File: config.mk
export PLATFORM = sky130hd
export DESIGN_NAME = uart_tx_periph
export DESIGN_NICKNAME = d
export VERILOG_FILES = /design/src/rtl/uart_tx_periph.sv
export SDC_FILE = /design/constraint.sdc
export NUM_CORES = 1
export LEC_CHECK = 0
export BUFFER_PORTS_ARGS = -buffer_cell sky130_fd_sc_hd__buf_2
export CORE_UTILIZATION = 52
export CTS_BUF_LIST = sky130_fd_sc_hd__clkbuf_16
export CTS_CLUSTER_DIAMETER = 100
export DETAILED_ROUTE_END_ITERATION = 12
export HOLD_SLACK_MARGIN = 0.1
export PLACE_DENSITY = 0.82
export SLEW_MARGIN = 40
export SYNTH_ARGS = -nofsm -noshare
export SYNTH_HDL_FRONTEND = slang
export SYNTH_SLANG_ARGS = --single-unit
File: constraint.sdc
create_clock -name clk -period 2.5 [get_ports clk]
set_input_delay 0.25 -clock clk [delete_from_list [all_inputs] [get_ports clk]]
set_output_delay 0.25 -clock clk [all_outputs]
set_load 0.02 [all_outputs]
File: src/rtl/uart_tx_periph.sv
// Memory-mapped 8N1 UART transmitter: byte FIFO, programmable clocks-per-bit divisor,
// status/divisor readback on the data-memory bus.
module uart_tx_periph #(
  parameter int FIFO_DEPTH  = 4,
  parameter int DEFAULT_DIV = 434
) (
  input  logic        clk,
  input  logic        reset,
  input  logic        sel,
  input  logic        we,
  input  logic [3:0]  adr,
  input  logic [31:0] wdata,
  output logic [31:0] rdata,
  output logic        tx,
  output logic        busy
);

  localparam int PW = $clog2(FIFO_DEPTH);
  localparam int CW = PW + 1;

  typedef enum logic [1:0] {
    IDLE  = 2'd0,
    START = 2'd1,
    DATA  = 2'd2,
    STOP  = 2'd3
  } state_t;

  state_t          state_r, state_s;
  logic [15:0]     div_r, timer_r, timer_s;
  logic [2:0]      bit_r, bit_s;
  logic [7:0]      shift_r, shift_s;
  logic            tx_r, tx_s;
  logic [7:0]      mem_r [FIFO_DEPTH];
  logic [PW-1:0]   wptr_r, rptr_r;
  logic [CW-1:0]   count_r;
  logic            ovf_r;
  logic            pop_s, push_req_s, push_s, full_s, empty_s, busy_s, wr_s;
  logic            unused_s;

  assign wr_s       = sel & we;
  assign push_req_s = wr_s & (adr[3:2] == 2'd0);
  assign full_s     = (count_r == CW'(FIFO_DEPTH));
  assign empty_s    = (count_r == {CW{1'b0}});
  // A push into a full FIFO still fits when the transmitter pops on the same edge.
  assign push_s     = push_req_s & (~full_s | pop_s);
  assign busy_s     = (state_r != IDLE) | ~empty_s;
  assign busy       = busy_s;
  assign tx         = tx_r;
  assign unused_s   = ^{adr[1:0], wdata[31:16]};

  // Register readback, combinational from the address.
  always_comb begin
    rdata = 32'd0;
    case (adr[3:2])
      2'd1:    rdata = {28'd0, ovf_r, empty_s, full_s, busy_s};
      2'd2:    rdata = {16'd0, div_r};
      default: rdata = 32'd0;
    endcase
  end

  // Next-state logic for the serialiser; tx is derived from the next state so it is registered.
  always_comb begin
    state_s = state_r;
    timer_s = timer_r;
    bit_s   = bit_r;
    shift_s = shift_r;
    pop_s   = 1'b0;
    tx_s    = 1'b1;
    case (state_r)
      IDLE: begin
        if (!empty_s) begin
          pop_s   = 1'b1;
          shift_s = mem_r[rptr_r];
          state_s = START;
          timer_s = div_r - 16'd1;
        end else begin
          state_s = IDLE;
        end
      end
      START: begin
        if (timer_r == 16'd0) begin
          state_s = DATA;
          bit_s   = 3'd0;
          timer_s = div_r - 16'd1;
        end else begin
          timer_s = timer_r - 16'd1;
        end
      end
      DATA: begin
        if (timer_r == 16'd0) begin
          timer_s = div_r - 16'd1;
          if (bit_r == 3'd7) begin
            state_s = STOP;
          end else begin
            bit_s   = bit_r + 3'd1;
            shift_s = {1'b0, shift_r[7:1]};
          end
        end else begin
          timer_s = timer_r - 16'd1;
        end
      end
      STOP: begin
        if (timer_r == 16'd0) begin
          if (!empty_s) begin
            pop_s   = 1'b1;
            shift_s = mem_r[rptr_r];
            state_s = START;
            timer_s = div_r - 16'd1;
          end else begin
            state_s = IDLE;
          end
        end else begin
          timer_s = timer_r - 16'd1;
        end
      end
      default: state_s = IDLE;
    endcase
    case (state_s)
      START:   tx_s = 1'b0;
      DATA:    tx_s = shift_s[0];
      default: tx_s = 1'b1;
    endcase
  end

  // FSM, FIFO pointers, divisor and overflow flag.
  always_ff @(posedge clk) begin
    if (reset) begin
      state_r <= IDLE;
      timer_r <= 16'd0;
      bit_r   <= 3'd0;
      shift_r <= 8'd0;
      tx_r    <= 1'b1;
      div_r   <= 16'(DEFAULT_DIV);
      wptr_r  <= {PW{1'b0}};
      rptr_r  <= {PW{1'b0}};
      count_r <= {CW{1'b0}};
      ovf_r   <= 1'b0;
    end else begin
      state_r <= state_s;
      timer_r <= timer_s;
      bit_r   <= bit_s;
      shift_r <= shift_s;
      tx_r    <= tx_s;
      if (push_s) wptr_r <= wptr_r + PW'(1);
      if (pop_s)  rptr_r <= rptr_r + PW'(1);
      case ({push_s, pop_s})
        2'b10:   count_r <= count_r + CW'(1);
        2'b01:   count_r <= count_r - CW'(1);
        default: count_r <= count_r;
      endcase
      if (wr_s && adr[3:2] == 2'd2) begin
        div_r <= (wdata[15:0] < 16'd2) ? 16'd2 : wdata[15:0];
      end
      // A new overflow wins over a simultaneous clear.
      if (push_req_s && full_s && !pop_s) begin
        ovf_r <= 1'b1;
      end else if (wr_s && adr[3:2] == 2'd1 && wdata[3]) begin
        ovf_r <= 1'b0;
      end
    end
  end

  // FIFO storage; contents need no reset because the pointers define validity.
  always_ff @(posedge clk) begin
    if (push_s && !reset) begin
      mem_r[wptr_r] <= wdata[7:0];
    end
  end

endmodule

==> reports/qor.yml <==
status:
  status: "finished, violations left"
  violations: "setup timing"
setup_path:
  crit_path_max_fanout: 2
  r2r-end: "count_r[2]$_SDFFE_PP0P_"
  worstPathRequired_ps: 2730
  arrival_ps: 2760
  r2r_start: "timer_r[1]$_SDFF_PP0_"
  crit_path_max_incr_delay_ps: 360
  cp-startpoint: "timer_r[1]$_SDFF_PP0_"
  worst-setup-path-type: "flop to flop"
  reg2regPathDepth: 11
  rrSetupSlack_ps: -30
  cp_common_cell: "inv_2"
  worstSetupEndpoint: "count_r[2]$_SDFFE_PP0P_"
  path_cells: "inv_2, ha_4, nor4b_4, and4_4, o211ai_2, or2_4, fa_2, inv_2, nand4_1, o21ai_2, mux2_4"
  slowest_stage: "fa_2"
  worst_setup_path_start_kind: "flop"
  cp-end-kind: "flop"
cts:
  clock-sinks: 88
  cts_inserted_buffers: 9
  root_buffer: "clkbuf_16"
  clock_path_buffers: 2
  holdBufCountCts: 0
  htreeDepth: 3
  clk_latency_ps: 340
  clk_pin_slew_worst_paths_ps: 70
  cts_tree: "done"
cells_and_area:
  fin_cells: 738
  multiInputGateArea_mm2: 0.00269
  drive_above_1_share: 0.218
  regArea_mm2: 0.00208
  diodes: 0
  final_util: 0.632
  fin_nets: 662
  n_fill_cell: 704
  area_growth_pct: 17.9
timing:
  final.min_clock_period_ps: 2530
  rsz0062_at_grt: "yes"
  finalHoldViolCount: 0
  skew_ps: 8.57
  worst_pin_slew_ps: 668
  slew_violations: 0
  max-slew-margin-rel: 0.555
  setup_viol: 1
  tns_ps: -26.6
  max_freq_mhz: 396
  finalCritPeriodShare: 1.01
  layout_setup_ws_ps: -26.6
  fin_hold_ws_ps: 142
detailed_routing:
  drt_pass1_iterations: 6
  avgRoutedWirePerCell_um: 17.2
  viasPerCell: 5.95
  drcViolationCount: 0
  drt-total-wl_mm: 12.7
  num_vias: 4393
  drtIter0Drc: 410
  ant_nets: 0
yosys:
  synth_area_leaders: "dfxtp_1 23%, edfxtp_1 19%, nand2_1 4.6%"
  syn_area_per_cell_um2: 9.15
  yosys.area.top_type_share: 0.226
  synthSimpleGateAreaFrac: 0.217
  synth_mux_area_frac: 0.0551
  async_flop_share: 0
  synth_top_area_cell: "dfxtp_1"
  ys_seq_area_frac: 0.420
  netlist-cell-type-count: 65
  yosysWarnings: 0
  netlist_instances: 541
  synth_top_family_by_area: "simple AND/OR/NAND/NOR gates"
  synth_xor_area_frac: 0.0478
  synth_compound_gate_area_share: 0.149
  synth-edff-count: 32
  synthAdderAreaFrac: 0.0470
  post_synth_instance_area_mm2: 0.00495
  ys_ff_latch: 88
  synth_flop_cell: "dfxtp_1"
pwr:
  power_frac_comb: 0.479
  p_sw_mw: 2.57
  vdd_drop_max_uv: 678
  p_clk_frac: 0.218
  swShare: 0.418
  power.density_mw_per_mm2: 1050
  intPower_mw: 3.58
  total_leakage_power_nw: 2.27
  p_seq_frac: 0.303
floorplanning:
  rows: 35
  ioPinCount: 74
  core_area_mm2: 0.00924
  dieHeight_um: 99.6
  dieArea_mm2: 0.00992
  initial_core_util: 0.536
  die_w_um: 99.6
global_routing:
  grt_pass1_wl_mm: 20.4
  track_usage: 0.264
  grt_max_degree: 33
  grt_overflow_total: 0
  grt_pass1_vias: 4162
  antenna_found_initial: 0
run:
  cap_violations: 0
place:
  dpl.cell_count: 719
  dp_hpwl_mm: 8.65
  gp_congestion: 0.932
  io_buffer_count: 39
hold_path:
  hold_class: "primary input to flop"
## registers in the layout (all words and copies together) (netlist names), named ones only
name	count
bit_r	3
count_r	3
div_r	16
mem_r	32
ovf_r	1
rptr_r	2
shift_r	8
state_r	2
timer_r	16
tx	1
wptr_r	2
## cells by family after synthesis
group | count (synthesis)
buf+inv | 65
flops | 88
other cells | 1
mux | 17
simple gates | 212
compound gates | 113
xor+xnor | 27
fa+ha+maj | 18
## per-layer routing
| layer | vias up | track usage | routed length, um |
|---|---|---|---|
| li1 | 2034 | - | - |
| met1 | 2070 | 0.329 | 5110 |
| met2 | 243 | 0.444 | 6210 |
| met3 | 46 | 0.0457 | 928 |
| met4 | 0 | 0.126 | 449 |
| met5 | - | 0 | 0 |
## cell usage after synthesis, types with 4 or more instances
| master | count |
|---|---|
| mux4_2 | 8 |
| clkbuf_1 | 23 |
| nand4_1 | 5 |
| a221oi_1 | 6 |
| edfxtp_1 | 32 |
| nor4_1 | 9 |
| nor3_1 | 17 |
| or3_1 | 5 |
| nand3b_1 | 7 |
| nor2_1 | 52 |
| mux2i_1 | 7 |
| a211oi_1 | 4 |
| nand2_1 | 61 |
| dfxtp_1 | 56 |
| o22ai_1 | 9 |
| a21oi_1 | 42 |
| inv_1 | 20 |
| nor2b_1 | 8 |
| ha_1 | 17 |
| and2_1 | 17 |
| a22oi_1 | 6 |
| nand3_1 | 7 |
| buf_2 | 5 |
| o21ai_0 | 14 |
| xnor2_1 | 16 |
| xor2_1 | 11 |
| o2bb2ai_1 | 6 |
| buf_4 | 16 |
## critical path: cells and delay by family (launching register included)
family / cells / cell delay (ps)
DFF: 1 / 330
AOI/OAI and AO/OA: 2 / 220
and+or+nand+nor: 4 / 940
adders and majority gates: 2 / 500
muxes: 1 / 310
buffers and inverters: 2 / 140
## worst min path at each step
stage,from,to,slack (ps),cells after the start
floorplan,wdata[0],mem_r[0][0]$_DFFE_PP_,350,0
global placement,ovf_r$_SDFFE_PP0P_,ovf_r$_SDFFE_PP0P_,450,2
detailed placement,ovf_r$_SDFFE_PP0P_,ovf_r$_SDFFE_PP0P_,460,2
CTS,wdata[8],div_r[8]$_SDFFE_PP1P_,140,3
global route,wdata[8],div_r[8]$_SDFFE_PP1P_,160,3
finish,wdata[8],div_r[8]$_SDFFE_PP1P_,140,3
## stage by stage
step           worst slack, ps  area (um^2)  power, mW
2_1_floorplan            0.515         5040       3.79
3_3_place_gp              33.6         5480       4.49
3_5_place_dp             -15.6         5480       4.58
4_1_cts                   26.6         5810       5.99
5_1_grt                   -117         5840       6.49
6_report                 -26.6         5840       6.15
## cell type report
cell class	instances	share of cell area
clock buffer	9	0.0386
clock inverter	7	0.0129
inverter	20	0.0129
multi-input combinational	403	0.460
sequential	88	0.357
tap	129	0.0276
timing repair buffer	82	0.0909
## repair_timing
action                     CTS  global route
setup buffers                2             1
resized for setup            7             6
pin swaps                    3             3
setup endpoints to repair    1            18
## layout by cell type (no fill, tap or decap), types with 8 or more instances in the layout
cell	count
nor4_1	9
o22ai_1	9
a21oi_1	42
nor3_1	16
dfxtp_1	54
nor2b_1	8
buf_4	42
and2_1	17
o21ai_0	14
inv_1	17
conb_1	16
clkbuf_16	9
edfxtp_1	32
xnor2_1	16
buf_2	39
ha_1	15
xor2_1	11
mux4_2	8
nor2_1	52
nand2_1	61
## power by group through the flow
stage / clock (mW) / sequential (mW) / combinational [mW]
after global routing: 1.41 / 1.88 / 3.20
after CTS: 1.34 / 1.86 / 2.79
final: 1.34 / 1.86 / 2.94
after detailed placement: 0 / 1.88 / 2.71
after floorplan: 0 / 1.85 / 1.94
after global placement: 0 / 1.86 / 2.63
(Power assumes the default switching activity.)
